### src/rtl/fetch_pkg.sv
// Shared constants and types for the instruction fetch unit.
// Latency: n/a (package only).
// Backpressure: n/a (package only).
package fetch_pkg;

    localparam int          ADDRESS_WIDTH_DEF = 12;
    localparam int          DATA_WIDTH_DEF    = 32;
    localparam logic [31:0] RESET_PC_DEF      = 32'd0;
    localparam int          PC_WIDTH          = 32;

    // Word-addressed program counter.
    typedef logic [PC_WIDTH-1:0] pc_t;

endpackage

### src/rtl/fetch_skid_buf.sv
// Two-entry instruction output buffer with flush; head entry drives the consumer directly.
// Latency: a push is visible at the head on the cycle after the push edge when the buffer was empty.
// Backpressure: the producer must not push into a full buffer unless it also pops that cycle.
module fetch_skid_buf
    import fetch_pkg::*;
#(
    parameter int DATA_WIDTH = DATA_WIDTH_DEF
) (
    input  logic                  clk,
    input  logic                  reset_n,
    input  logic                  flush,
    input  logic                  push,
    input  pc_t                   push_pc,
    input  logic [DATA_WIDTH-1:0] push_data,
    input  logic                  pop,
    output logic [1:0]            count,
    output pc_t                   head_pc,
    output logic [DATA_WIDTH-1:0] head_data
);

    pc_t                   tail_pc;
    logic [DATA_WIDTH-1:0] tail_data;

    // Head/tail shift register; head keeps its last value once drained so the
    // consumer-facing outputs only change on a real update or on reset.
    always_ff @(posedge clk or negedge reset_n) begin
        if (!reset_n) begin
            count     <= 2'd0;
            head_pc   <= '0;
            head_data <= '0;
            tail_pc   <= '0;
            tail_data <= '0;
        end else if (flush) begin
            count <= 2'd0;
        end else begin
            case ({push, pop})
                2'b10: begin
                    if (count == 2'd0) begin
                        head_pc   <= push_pc;
                        head_data <= push_data;
                        count     <= 2'd1;
                    end else if (count == 2'd1) begin
                        tail_pc   <= push_pc;
                        tail_data <= push_data;
                        count     <= 2'd2;
                    end
                end
                2'b01: begin
                    if (count == 2'd2) begin
                        head_pc   <= tail_pc;
                        head_data <= tail_data;
                    end
                    if (count != 2'd0) begin
                        count <= count - 2'd1;
                    end
                end
                2'b11: begin
                    // Net occupancy unchanged; a pop only happens with count >= 1.
                    if (count == 2'd2) begin
                        head_pc   <= tail_pc;
                        head_data <= tail_data;
                        tail_pc   <= push_pc;
                        tail_data <= push_data;
                    end else begin
                        head_pc   <= push_pc;
                        head_data <= push_data;
                    end
                end
                default: ;
            endcase
        end
    end

endmodule

### src/rtl/fetch_unit.sv
// Instruction fetch: PC sequencing, synchronous-ROM issue, and a 2-entry output buffer.
// Latency: issue at cycle N, ROM data at N+1, instr_valid at N+2; redirect at R gives instr_valid at R+3.
// Backpressure: issue stops once buffered plus in-flight words reach 2 unless a pop frees a slot that cycle.
module fetch_unit
    import fetch_pkg::*;
#(
    parameter int          ADDRESS_WIDTH = ADDRESS_WIDTH_DEF,
    parameter int          DATA_WIDTH    = DATA_WIDTH_DEF,
    parameter logic [31:0] RESET_PC      = RESET_PC_DEF
) (
    input  logic                     clk,
    input  logic                     reset_n,
    output logic [ADDRESS_WIDTH-1:0] rom_addr,
    input  logic [DATA_WIDTH-1:0]    rom_data,
    input  logic                     redirect_valid,
    input  logic [31:0]              redirect_pc,
    output logic                     instr_valid,
    input  logic                     instr_ready,
    output logic [DATA_WIDTH-1:0]    instr,
    output logic [31:0]              instr_pc
);

    pc_t        fetch_pc;
    pc_t        inflight_pc;
    logic       inflight;
    logic [1:0] count;
    logic [2:0] occupancy;
    logic       pop;
    logic       issue;
    logic       capture;

    assign rom_addr    = fetch_pc[ADDRESS_WIDTH-1:0];
    assign instr_valid = (count != 2'd0);
    assign pop         = instr_valid & instr_ready;
    assign occupancy   = {1'b0, count} + {2'b00, inflight};

    // Issue while a slot is guaranteed for the returning word; redirect suppresses both issue and capture.
    always_comb begin
        issue   = 1'b0;
        capture = inflight & ~redirect_valid;
        if (!redirect_valid) begin
            issue = (occupancy < 3'd2) || ((occupancy == 3'd2) && pop);
        end
    end

    // PC and in-flight tracking; redirect has highest priority.
    always_ff @(posedge clk or negedge reset_n) begin
        if (!reset_n) begin
            fetch_pc    <= RESET_PC;
            inflight    <= 1'b0;
            inflight_pc <= '0;
        end else if (redirect_valid) begin
            fetch_pc <= redirect_pc;
            inflight <= 1'b0;
        end else begin
            inflight <= issue;
            if (issue) begin
                inflight_pc <= fetch_pc;
                fetch_pc    <= fetch_pc + 32'd1;
            end
        end
    end

    fetch_skid_buf #(
        .DATA_WIDTH (DATA_WIDTH)
    ) u_buf (
        .clk       (clk),
        .reset_n   (reset_n),
        .flush     (redirect_valid),
        .push      (capture),
        .push_pc   (inflight_pc),
        .push_data (rom_data),
        .pop       (pop),
        .count     (count),
        .head_pc   (instr_pc),
        .head_data (instr)
    );

endmodule

### config.mk
export PLATFORM = sky130hd
export DESIGN_NAME = fetch_unit
export DESIGN_NICKNAME = d
export VERILOG_FILES = /design/src/rtl/fetch_pkg.sv /design/src/rtl/fetch_skid_buf.sv /design/src/rtl/fetch_unit.sv
export SDC_FILE = /design/constraint.sdc
export NUM_CORES = 1
export LEC_CHECK = 0
export BUFFER_PORTS_ARGS = -buffer_cell sky130_fd_sc_hd__buf_2
export CORE_MARGIN = 2
export CORE_UTILIZATION = 40
export CTS_BUF_LIST = sky130_fd_sc_hd__clkbuf_16
export CTS_CLUSTER_SIZE = 40
export DETAILED_ROUTE_END_ITERATION = 16
export SLEW_MARGIN = 25
export SYNTH_ARGS = -nofsm -noshare
export SYNTH_HDL_FRONTEND = slang
export SYNTH_SLANG_ARGS = --single-unit
### constraint.sdc
create_clock -name clk -period 4.9 [get_ports clk]
set_clock_uncertainty 0.15 [all_clocks]
set_input_delay 0.735 -clock clk [delete_from_list [all_inputs] [get_ports clk]]
set_output_delay 0.735 -clock clk [all_outputs]
set_load 0.01 [all_outputs]
Word level (Yosys, flattened, before mapping) --
Index checks and enable logic that the tools add are counted.
Word-level totals: register bits after elaboration 195, latch bits 0, memory bits (writable) 0, bits in read-only memories 0, input port bits 68, output and inout port bits 77, logic and storage cells 65, memories kept 0
Cells by class: add/sub/neg operators 3, $mul 0, divide/modulo/power cells 0, magnitude comparators 1, equality and inequality tests 13, shift-type cells 0, multiplexer cells 25, bitwise logic cells 3, reduce and logical (&&, ||, !) cells 12
Operator list (number):
- $mux 32 | 14
- $pmux 32 s3 | 2
- $pmux 32 s2 | 2
- $add 32x1->32 const B | 1
- $mux 2 | 4
- $ne 2x1->1 const B | 4
- $eq 2x2->1 const B | 3
- $reduce_bool 2->1 | 3
- $reduce_bool 3->1 | 2
- $reduce_and 5->1 | 1
- $eq 2x1->1 const B | 2
- $ne 4x2->1 const B | 1
- $pmux 2 s2 | 1
- $reduce_and 4->1 | 1
- $add 2x1->3 | 1
- $eq 3x2->1 const B | 1
- $lt 3x2->1 const B | 1
- $ne 3x3->1 const B | 1
- $reduce_and 3->1 | 1
- $and 1x1->1 | 2
- $logic_not 2->1 | 1
- $mux 1 | 2
- $ne 2x2->1 const B | 1
- $reduce_and 2->1 | 1
- other kinds (4) | 4

Logic depth before layout (Yosys ltp) --
Gate-level depths: netlist of run 1.
depth in word-level cells 7, gate-level depth with buffers 9, gate-level depth less buffers 8

By module --
From an unflattened synthesis of run 1, not the netlist that was laid out.
Unflattened totals: cells, all modules 777, area total of the unflattened synthesis 9042.4 um^2
Modules (own cells, without submodules):
- fetch_skid_buf | instances 1, cells an instance 442, area an instance 5561.6 um^2, seq. area each 3253.1 um^2
- fetch_unit | instances 1, cells an instance 335, area an instance 3480.8 um^2, seq. area each 1626.6 um^2

Worst setup path after synthesis of run 1 --
OpenSTA, ideal clock, no wires.
path kind reg2reg, from reg inflight, to reg inflight_pc[10], library setup time 0.125 ns, data arrival time 2.071 ns, data required time 4.625 ns, setup slack 2.554 ns, stages on the path, launching flop included 9, buffers on the path 1, period minus slack after synthesis 2.346 ns, path through dfrtp_1 > ha_1 > inv_1 > ha_1 > nor3b_1 > a21oi_1 > nor2_1 > buf_2 > mux2_2
Between the ends: cells in the longest elaborated chain, start to end 6, elaborated cells on any way between the ends 7, those cells by class 1 x add/sub; 1 x order compare; 1 x eq/ne; 1 x mux; 3 x reduce/logical
Ends and longest elaborated chain:
- start: declaration | line fetch_unit.sv:25 | logic inflight;
- start signal: assignment | line fetch_unit.sv:56 | inflight <= issue;
- $add 2x1->3 * | line fetch_unit.sv:35 | assign occupancy = {1'b0, count} + {2'b00, inflight};
- branches (longest 2 deep; another with $lt 3x2->1)
- $logic_or 1x1->1 * | line fetch_unit.sv:42 | issue = (occupancy < 3'd2) || ((occupancy == 3'd2) && pop);
- $mux 1 * | line fetch_unit.sv:41 | if (!redirect_valid) begin
- $reduce_and 2->1 (no line) *
- end signal: assignment | line fetch_unit.sv:58 | inflight_pc <= fetch_pc;
- end: declaration | line fetch_unit.sv:24 | pc_t inflight_pc;
Mark *: on every way between the ends. A chain may end at the register's enable or synchronous reset.

Worst setup path after layout of run 1 --
from reg inflight, to reg fetch_pc[31]
Between the ends: cells in the longest elaborated chain, start to end 6, elaborated cells on any way between the ends 7, those cells by class 1 x add/sub; 1 x order compare; 1 x eq/ne; 1 x mux; 3 x reduce/logical
Ends and longest elaborated chain:
- $add 2x1->3 * | line fetch_unit.sv:35
- branches (longest 2 deep; another with $lt 3x2->1)
- $logic_or 1x1->1 * | line fetch_unit.sv:42
- $mux 1 * | line fetch_unit.sv:41
- $reduce_bool 2->1 (no line) *
- end signal: assignment | line fetch_unit.sv:53 | fetch_pc <= redirect_pc;
- end signal: assignment | line fetch_unit.sv:59 | fetch_pc <= fetch_pc + 32'd1;
- end: declaration | line fetch_unit.sv:23 | pc_t fetch_pc;
Marks and branches as above.

==> metrics, run 1 <==
layout cells sized above 1 0.3228; switch share 0.3348; final hold vios 0; register area 4880 um^2; CP arrival 3.15 ns; Worst Tran Pin Value ~0.7 ns; Synth area leader dfrtp_1; initial antenna violation count 0; Die W 152.1 um; Synth Area in Adders 0.01141; Final #Nets 946; Starting Density 0.4045; DRC Markers 0; CP Max Fanout 9; htree depth 4; count of cell types in the netlist 46; Highest Clock Rate 340.5 MHz; Via density 5.052; DRT antenna net count 0; GRT Total Usage 0.1642; Synth Warn # 0; Slew Viols, Final 0; Worst Setup Start Kind flop; Fillers 2,031; post-synthesis area per instance approximately 12 um^2; commonest cells after routing, fill and taps aside dfrtp_1, buf_2, mux2_2; Post-Synth XOR/XNOR Area 0.02296; CTS resizes 0; number of global-route vias before repair roughly 5.7k; CP endpoint kind flop; diode count 0; main combinational cell family by area after synthesis multiplexers; CTS Buf Count 17; Post-Syn Nets between 800 and 900; Top Ports 145; EDFF count, synth 0; # clock sinks 195; synthesized cell area 8772 um^2; worst skew pair latency 0.43 ns; largest net degree at the start of global routing roughly 130; post-synthesis compound-gate area fraction 0.06832; Max Cap Viol 0; multiplexer area fraction after synthesis 0.1987; Longest Clk Path Bufs 2; Post-synth ARST share 1.000; Hold WC Path Type in2async; IO Port Bufs 144; # setup viols final 0; row count 54; Multi-input gate area 3617 um^2; chip height approximately 150 um; Reg power frac 0.442; crit path time final 2.937 ns; outcome finished clean; simple-gate area share of the yosys netlist 0.1083; Leakage 4.631 nW; Worst-path clk slew 0.08 ns; Pwr Density roughly 600 nW/um^2; Setup Fix Bufs, Post-CTS 0; total power 0.006156 W; Synth Flop Type dfrtp_1; Yosys reg bits 195; Synth Instances 753; final WL 18,540 um; Pint between 0.004 and 0.005 W; 1st-iter DRT viols roughly 280; most common cell after layout, fill and taps aside dfrtp_1; DR WL/cell 15.94 um; Max-slew headroom 0.5241; vias about 5.9k; post-detail-place hpwl ~12,000 um; root buf cell clkbuf_16; grt ovf 0; Crit Path Category reg2reg; fin crit share 0.5993; Gate power share 0.330; Clock power frac 0.228; Area growth syn-to-layout 17.72%; routability cong. ~0.83; critical path launch point inflight$_DFF_PN0_; post-synthesis sequential area ratio 0.5563; RSZ-0062 raised after global routing no; DIE AREA between 20,000 and 25,000 um^2; Post-CTS Hold Fix Bufs 0; Crit path required time just over 5 ns; NetSw slightly above 0.002 W; core area ~22,000 um^2; 1st-pass router iterations 4; r2r startpoint inflight$_DFF_PN0_; peak supply drop 244.0 uV; Synth top area share 0.5563; synth top area cells dfrtp_1, mux2_2, mux2i_1; CTS tree done; first-pass GRT wire length 30,600 um; TNS Setup 0 ns
## power groups by stage
| stage | clock, W | sequential [W] | combinational, W |
|---|---|---|---|
| 2_1_floorplan | 0 | 0.00277 | 0.00133 |
| 3_3_place_gp | 0 | 0.00273 | 0.00202 |
| 3_5_place_dp | 0 | 0.00276 | 0.00206 |
| 4_1_cts | 0.00145 | 0.00272 | 0.00207 |
| 5_1_grt | 0.00150 | 0.00282 | 0.00227 |
| 6_report | 0.00140 | 0.00272 | 0.00203 |
## sequential cells by signal (all words and copies together) (netlist names)
signal and count:
fetch_pc 32, inflight 1, inflight_pc 32, u_buf.count 2, u_buf.head_data 32, u_buf.head_pc 32, u_buf.tail_data 32, u_buf.tail_pc 32
## per-layer routing
metal / vias up / wire (um) / track usage / part of all wire
li1: 2877 / - / - / -
met3: 16 / 644 / 0.03080 / 0.035
met1: 2855 / 9498 / 0.2466 / 0.51
met2: 128 / 8186 / 0.2413 / 0.44
met5: - / 0 / 0 / 0
met4: 0 / 214 / 0.05073 / 0.012
## Yosys cell counts, types with 2 or more instances
| library cell | number |
|---|---|
| xnor2_1 | 7 |
| and2_1 | 4 |
| or3_1 | 2 |
| nand4_1 | 18 |
| nand2_1 | 39 |
| xor2_1 | 16 |
| buf_1 | 5 |
| a22oi_1 | 3 |
| nand4b_1 | 2 |
| o21ai_0 | 28 |
| o211ai_1 | 2 |
| clkbuf_1 | 27 |
| buf_4 | 12 |
| nor3b_1 | 2 |
| inv_1 | 9 |
| a211oi_1 | 2 |
| buf_2 | 11 |
| or4_1 | 3 |
| mux2i_1 | 65 |
| nor2b_1 | 8 |
| dfrtp_1 | 195 |
| nand2b_1 | 2 |
| and3_1 | 4 |
| nor3_1 | 5 |
| nor2_1 | 76 |
| mux2_2 | 97 |
| a21oi_1 | 70 |
| nand3_1 | 13 |
| ha_1 | 8 |
| nand4bb_1 | 2 |
## final timing paths
kind	endpoint	slack, ns	depth (start not counted)
worst max-delay path	fetch_pc[31]$_DFFE_PN0P_	1.96	9
worst min-delay path	fetch_pc[4]$_DFFE_PN0P_	0.06	1
worst max register to register	fetch_pc[31]$_DFFE_PN0P_	1.96	9
worst min register to register	u_buf.tail_pc[30]$_DFFE_PN0P_	0.36	1
max in group asynchronous	u_buf.head_data[10]$_DFFE_PN0P_	3.80	2
min in group clk	u_buf.tail_pc[30]$_DFFE_PN0P_	0.36	1
## per-stage QoR
| stage | hold WS (ns) | util | area, um^2 | std cells | setup WS [ns] |
|---|---|---|---|---|---|
| finish | 0.06293 | 0.4761 | 10330 | 1163 | 1.963 |
| CTS | 0.3384 | 0.4748 | 10300 | 1162 | 1.955 |
| detailed placement | 0.3430 | 0.4476 | 9708 | 1130 | 1.971 |
| global route | 0.07880 | 0.4761 | 10330 | 1163 | 1.764 |
| global placement | 0.3365 | 0.4474 | 9704 | 1130 | 1.712 |
| floorplan | 0.2894 | - | 8772 | 753 | 2.554 |
## cell type report
type	count	share of cell area
clock buffer	17	0.04120
multi-input combinational	494	0.3503
timing repair buffer	153	0.08288
inverter	9	0.003272
clock inverter	15	0.01587
tap	280	0.03393
sequential	195	0.4726
## logic make-up (layout without fill, tap and decap cells)
group                    count (synthesis)  count (layout)
adder cells (fa/ha/maj)                  8               8
flip-flops                             195             195
AO/OA/AOI/OAI                          112             112
buffers and inverters                   64             194
XOR/XNOR                                23              23
AND/OR/NAND/NOR                        189             189
multiplexers                           162             162
## critical path, stage by stage, from the launching register on
cell	delay [ns]
dfrtp_1	0.44
ha_1	0.20
inv_1	0.05
ha_1	0.30
nand4b_1	0.10
o21ai_0	0.58
buf_4	0.28
nand3_4	0.14
or4b_1	0.54
nand3_1	0.09
No activity file was read; power rests on OpenSTA's default activity.
==> inputs of run 2 (changes only) <==
- clock period: 4.9 -> 3 ns (I/O delays scaled with it)
==> run 2 against run 1 <==
Compared with the run above:
- combinational power increased by 69%
- power rose by 67%
- wire length is 1.1% higher
- clock-buffer cell count is the same
- critical path type unchanged
- largest cell class unchanged
==> metrics, run 2 (synthesis results as in run 1) <==
outcome finished clean; Worst Tran Pin Value approximately 0.68 ns; CP arrival about 2.8 ns; FF-to-FF setup slack 0.43 ns; commonest cells after routing, fill and taps aside dfrtp_1, buf_2, mux2_2; crit path time final 2.566 ns; Fillers 1,971; row count 54; Pint 0.006785 W; GRT met3 Usage 0.03765; WP buf/inv 2; fin crit share 0.8552; CP endpoint kind flop; final cell count without fillers ~1.2k; RSZ-0062 raised after global routing no; largest net degree at the start of global routing just over 80; peak supply drop 358.4 uV; Area growth syn-to-layout 19.43%; Highest Clock Rate 389.8 MHz; Slew Viols, Final 0; 1st-pass router iterations 4; total power 0.01027 W; Hold Path Cell Cnt 3; Final #Nets between 900 and 1k; root buf cell clkbuf_16; htree depth 4; DR WL/cell 15.98 um; worst reg2reg endpoint u_buf.head_pc[27]$_DFFE_PN0P_; hold worst-path end fetch_pc[10]$_DFFE_PN0P_; # clock sinks 195; register area 4880 um^2; Crit-path slowest cell a21oi_4; met2 Use GR 0.2510; grt ovf 0; # setup viols final 0; DRC Markers 0; worst path cell trace inv_1, ha_1, nor3b_1, nand2_1, a21oi_4, buf_12, nor2_1, a21oi_1; most common cell after layout, fill and taps aside dfrtp_1; placed cells 1,140; post-detail-place hpwl 12,440 um; r2r startpoint u_buf.count[0]$_DFFE_PN0P_; vias 5,900; first-pass GRT wire length 31,770 um; CTS Buf Count 17; grt met1 use 0.2500; layout cells sized above 1 0.3348; diode count 0; final WL 18,740 um; initial antenna violation count 1; CTS resizes 0; Longest Clk Path Bufs 2; routability cong. 0.7753; Crit path required time 3.20 ns; switch share 0.3396; CP Max Fanout 37; Leakage 4.709 nW; Worst-path clk slew 0.08 ns; DRT antenna net count 0; Max stage delay on crit path 0.49 ns; family with the most delay on the worst path simple AND/OR/NAND/NOR gates; Clock power frac 0.236; min-delay src redirect_pc[10]; Top Ports approximately 150; GRT Total Usage 0.1693; Starting Density 0.4045; r2r worst-path depth 8; final hold vios 0; Pwr Density 980.7 nW/um^2; Max Cap Viol 0; Hold WC Path Type in2reg; Hold Slack ~0.07 ns; Multi-input gate area 3613 um^2; Crit Path Category reg2reg; Worst Setup Start Kind flop; 1st-iter DRT viols 371; chip height 152.1 um; TNS Setup 0 ns; NetSw between 0.003 and 0.004 W; Gate power share 0.334; number of global-route vias before repair 5,977; Via density 5.030; IO Port Bufs 144; DIE AREA 23,130 um^2; Die W 152.1 um; worst skew pair latency 0.43 ns; Reg power frac 0.430; CTS tree done; core area 21,690 um^2; most crowded layer after global routing met2; Max-slew headroom 0.5475
[run 2: cell count changes in the layout (fill, tap and decap cells not counted), sizes merged]
| cell | previous run | this run |
|---|---|---|
| inv | 12 | 15 |
| dlygate4sd3 | 0 | 1 |
| buf | 153 | 161 |
| clkbuf | 17 | 18 |
| clkinv | 7 | 4 |
[run 2: layout make-up]
cell class / count / share of cell area
multi-input cells: 494 / 0.3449
well taps: 280 / 0.03344
clock buffers: 17 / 0.04061
repair buffers: 163 / 0.09304
flip-flops and latches: 195 / 0.4658
clock inverters: 15 / 0.01899
inverters: 9 / 0.003225
[run 2: worst max path at each step]
| stage | cells past startpoint | endpoint | start |
|---|---|---|---|
| after floorplan | 8 | inflight_pc[10]$_DFFE_PN0P_ | inflight$_DFF_PN0_ |
| after global placement | 8 | u_buf.head_pc[27]$_DFFE_PN0P_ | u_buf.count[0]$_DFFE_PN0P_ |
| after detailed placement | 8 | u_buf.head_pc[26]$_DFFE_PN0P_ | u_buf.count[0]$_DFFE_PN0P_ |
| after CTS | 8 | u_buf.head_pc[27]$_DFFE_PN0P_ | u_buf.count[0]$_DFFE_PN0P_ |
| after global routing | 8 | u_buf.head_pc[30]$_DFFE_PN0P_ | u_buf.count[0]$_DFFE_PN0P_ |
| final | 8 | u_buf.head_pc[27]$_DFFE_PN0P_ | u_buf.count[0]$_DFFE_PN0P_ |
[run 2: metrics by stage]
| stage | instance area [um^2] | worst slack [ns] | util |
|---|---|---|---|
| finish | 10480 | 0.4344 | 0.4830 |
| global route | 10480 | 0.1681 | 0.4830 |
| CTS | 10480 | 0.4460 | 0.4830 |
| detailed placement | 9842 | 0.4462 | 0.4538 |
| global placement | 9842 | 0.5593 | 0.4538 |
| floorplan | 8772 | 0.6545 | - |
[run 2: tightest hold or removal path, delay by kind of cell]
family,cells,cell delay [ns]
buffers and inverters,1,0.07
and+or+nand+nor,1,0.04
AOI/OAI and AO/OA,1,0.05
[run 2: timing repair]
action                    CTS  global route
buffers inserted            0             0
hold buffers                1             0
hold endpoints to repair   76             0
[run 2: metal layers]
| metal | vias to the layer above | wire length [um] |
|---|---|---|
| met4 | 0 | 255 |
| li1 | 2903 | - |
| met2 | 129 | 8168 |
| met1 | 2852 | 9595 |
| met5 | - | 0 |
| met3 | 16 | 724 |
[run 2: power groups by stage]
stage,Clock [W],Sequential [W],Combinational (W)
finish,0.00242,0.00442,0.00343
global route,0.00259,0.00460,0.00383
CTS,0.00249,0.00443,0.00348
detailed placement,0,0.00448,0.00346
global placement,0,0.00444,0.00339
floorplan,0,0.00453,0.00217
==> inputs of run 3 (changes only) <==
- HOLD_SLACK_MARGIN: default -> 0.06
- PLACE_DENSITY: default -> 0.57
==> run 3 against run 2 <==
Compared with the run above:
- global-route usage down 0.50 points
- core utilization down 0.40 points
- maximum frequency up 1.6%
- largest power group unchanged
- register-to-register slack better by 0.04 ns
- non-clock buffer count unchanged
- sequential share of layout area up 0.39 points
- combinational power down 2%
- final area down 0.84%
- setup slack better by 0.040 ns
- clock power down 12%
==> metrics, run 3 (synthesis results as in run 1) <==
outcome finished clean; root buf cell clkbuf_16; core area 21,690 um^2; CP endpoint kind flop; row count 54; initial antenna violation count 0; # setup viols final 0; CTS tree done; Worst Setup Start Kind flop; Setup Fix Bufs, Post-CTS 0; CP Max Fanout 11; Longest Clk Path Bufs 2; IO Port Bufs 144; most common cell after layout, fill and taps aside dfrtp_1; Hold WC Path Type in2reg; Slew Viols, Final 0; Starting Density 0.4045; DR WL/cell 15.80 um; Crit path required time 3.21 ns; 1st-iter DRT viols around 290; final hold vios 0; worst skew pair latency 0.42 ns; htree depth 4; post-detail-place hpwl 12,360 um; 1st-pass router iterations 4; largest net degree at the start of global routing 93; chip height 152.1 um; commonest cells after routing, fill and taps aside dfrtp_1, buf_2, mux2_2; peak supply drop slightly below 400 uV; grt ovf 0; Leakage 4.673 nW; Pwr Density 955.9 nW/um^2; Highest Clock Rate a little under 400 MHz; CTS Buf Count 17; first-pass GRT wire length 30,740 um; Die W 152.1 um; Top Ports 145; Max-slew headroom 0.6165; number of global-route vias before repair 5,701; final WL 18,540 um; vias 5,911; DRC Markers 0; crit path time final ~2.5 ns; Final #Nets 956; DRT antenna net count 0; Worst Tran Pin Value roughly 0.58 ns; routability cong. 0.8012; layout cells sized above 1 0.3292; fin crit share 0.8420; CP arrival 2.74 ns; total power 0.009930 W; Via density 5.039; # clock sinks 195; DIE AREA 23,130 um^2; Area growth syn-to-layout 18.43%; TNS Setup 0 ns; RSZ-0062 raised after global routing no; Worst-path clk slew around 0.070 ns; diode count 0; GRT Total Usage 0.1643; Max Cap Viol 0; Fillers roughly 2.0k; Crit Path Category reg2reg
==> run 3: changes by cell type in the layout (fill, tap and decap cells not counted) <==
| cell | before | now |
|---|---|---|
| inv_1 | 9 | 11 |
| buf_4 | 10 | 9 |
| inv_8 | 4 | 0 |
| clkinv_1 | 0 | 1 |
| clkinvlp_4 | 2 | 3 |
| clkinv_4 | 3 | 2 |
| bufinv_16 | 3 | 1 |
| dlygate4sd3_1 | 1 | 3 |
| clkinv_2 | 1 | 4 |
| buf_12 | 8 | 7 |
==> run 3: layout make-up <==
type / count / area [um^2] / area share
clock buffer: 17 / 425.4 / 0.04095
clock inverter: 15 / 118.9 / 0.01144
inverter: 9 / 33.78 / 0.003252
multi-input combinational: 494 / 3613 / 0.3478
sequential: 195 / 4880 / 0.4697
tap: 280 / 350.3 / 0.03372
timing repair buffer: 163 / 967.2 / 0.09310
==> run 3: worst paths after layout <==
kind	startpoint	to	cells after the start	slack, ns
worst max register to register	inflight$_DFF_PN0_	fetch_pc[31]$_DFFE_PN0P_	8	0.47
worst min-delay path	redirect_pc[20]	fetch_pc[20]$_DFFE_PN0P_	3	0.08
worst max-delay path	inflight$_DFF_PN0_	fetch_pc[31]$_DFFE_PN0P_	8	0.47
max in group asynchronous	reset_n	u_buf.tail_pc[12]$_DFFE_PN0P_	3	1.56
min in group asynchronous	reset_n	u_buf.head_data[22]$_DFFE_PN0P_	2	0.45
worst min register to register	u_buf.tail_data[7]$_DFFE_PN0P_	u_buf.tail_data[7]$_DFFE_PN0P_	1	0.36
==> run 3: timing repair <==
action,4_1_cts,5_1_grt
gates resized for setup,0,0
hold buffers,3,0
hold endpoints to repair,62,0
==> run 3: layer usage <==
| layer | vias to the layer above | track usage | wire length, um | part of all wire |
|---|---|---|---|---|
| met4 | 0 | 0.04272 | 199 | 0.011 |
| li1 | 2884 | - | - | - |
| met1 | 2871 | 0.2458 | 9264 | 0.50 |
| met5 | - | 0 | 0 | 0 |
| met2 | 143 | 0.2447 | 8230 | 0.44 |
| met3 | 13 | 0.03337 | 845 | 0.046 |
==> run 3: where the power goes <==
| group | total (W) | internal, W | leakage, nW | switching, W |
|---|---|---|---|---|
| Clock | 0.00213 | 0.00114 | 0.269 | 0.000994 |
| Combinational | 0.00336 | 0.00166 | 2.06 | 0.00170 |
| Sequential | 0.00444 | 0.00375 | 2.35 | 0.000690 |
| Total | 0.00993 | 0.00655 | 4.67 | 0.00338 |
==> run 3: through the flow <==
stage,util,area (um^2),hold slack [ns],cells,setup WS (ns)
6_report,0.4790,10390,0.08105,1173,0.4740
5_1_grt,0.4790,10390,0.07579,1173,0.2875
4_1_cts,0.4790,10390,0.06243,1173,0.4873
3_5_place_dp,0.4525,9814,0.3434,1138,0.5205
3_3_place_gp,0.4525,9814,0.3361,1138,0.5448
2_1_floorplan,-,8772,0.004409,753,0.6545
==> run 3: critical path, cell delays in order, from the launching register on <==
cell and delay [ns]:
dfrtp_1 0.43, ha_1 0.24, ha_1 0.21, nand4bb_1 0.19, o21ai_0 0.24, buf_4 0.24
nand3_4 0.15, or4b_1 0.53, nand3_1 0.09
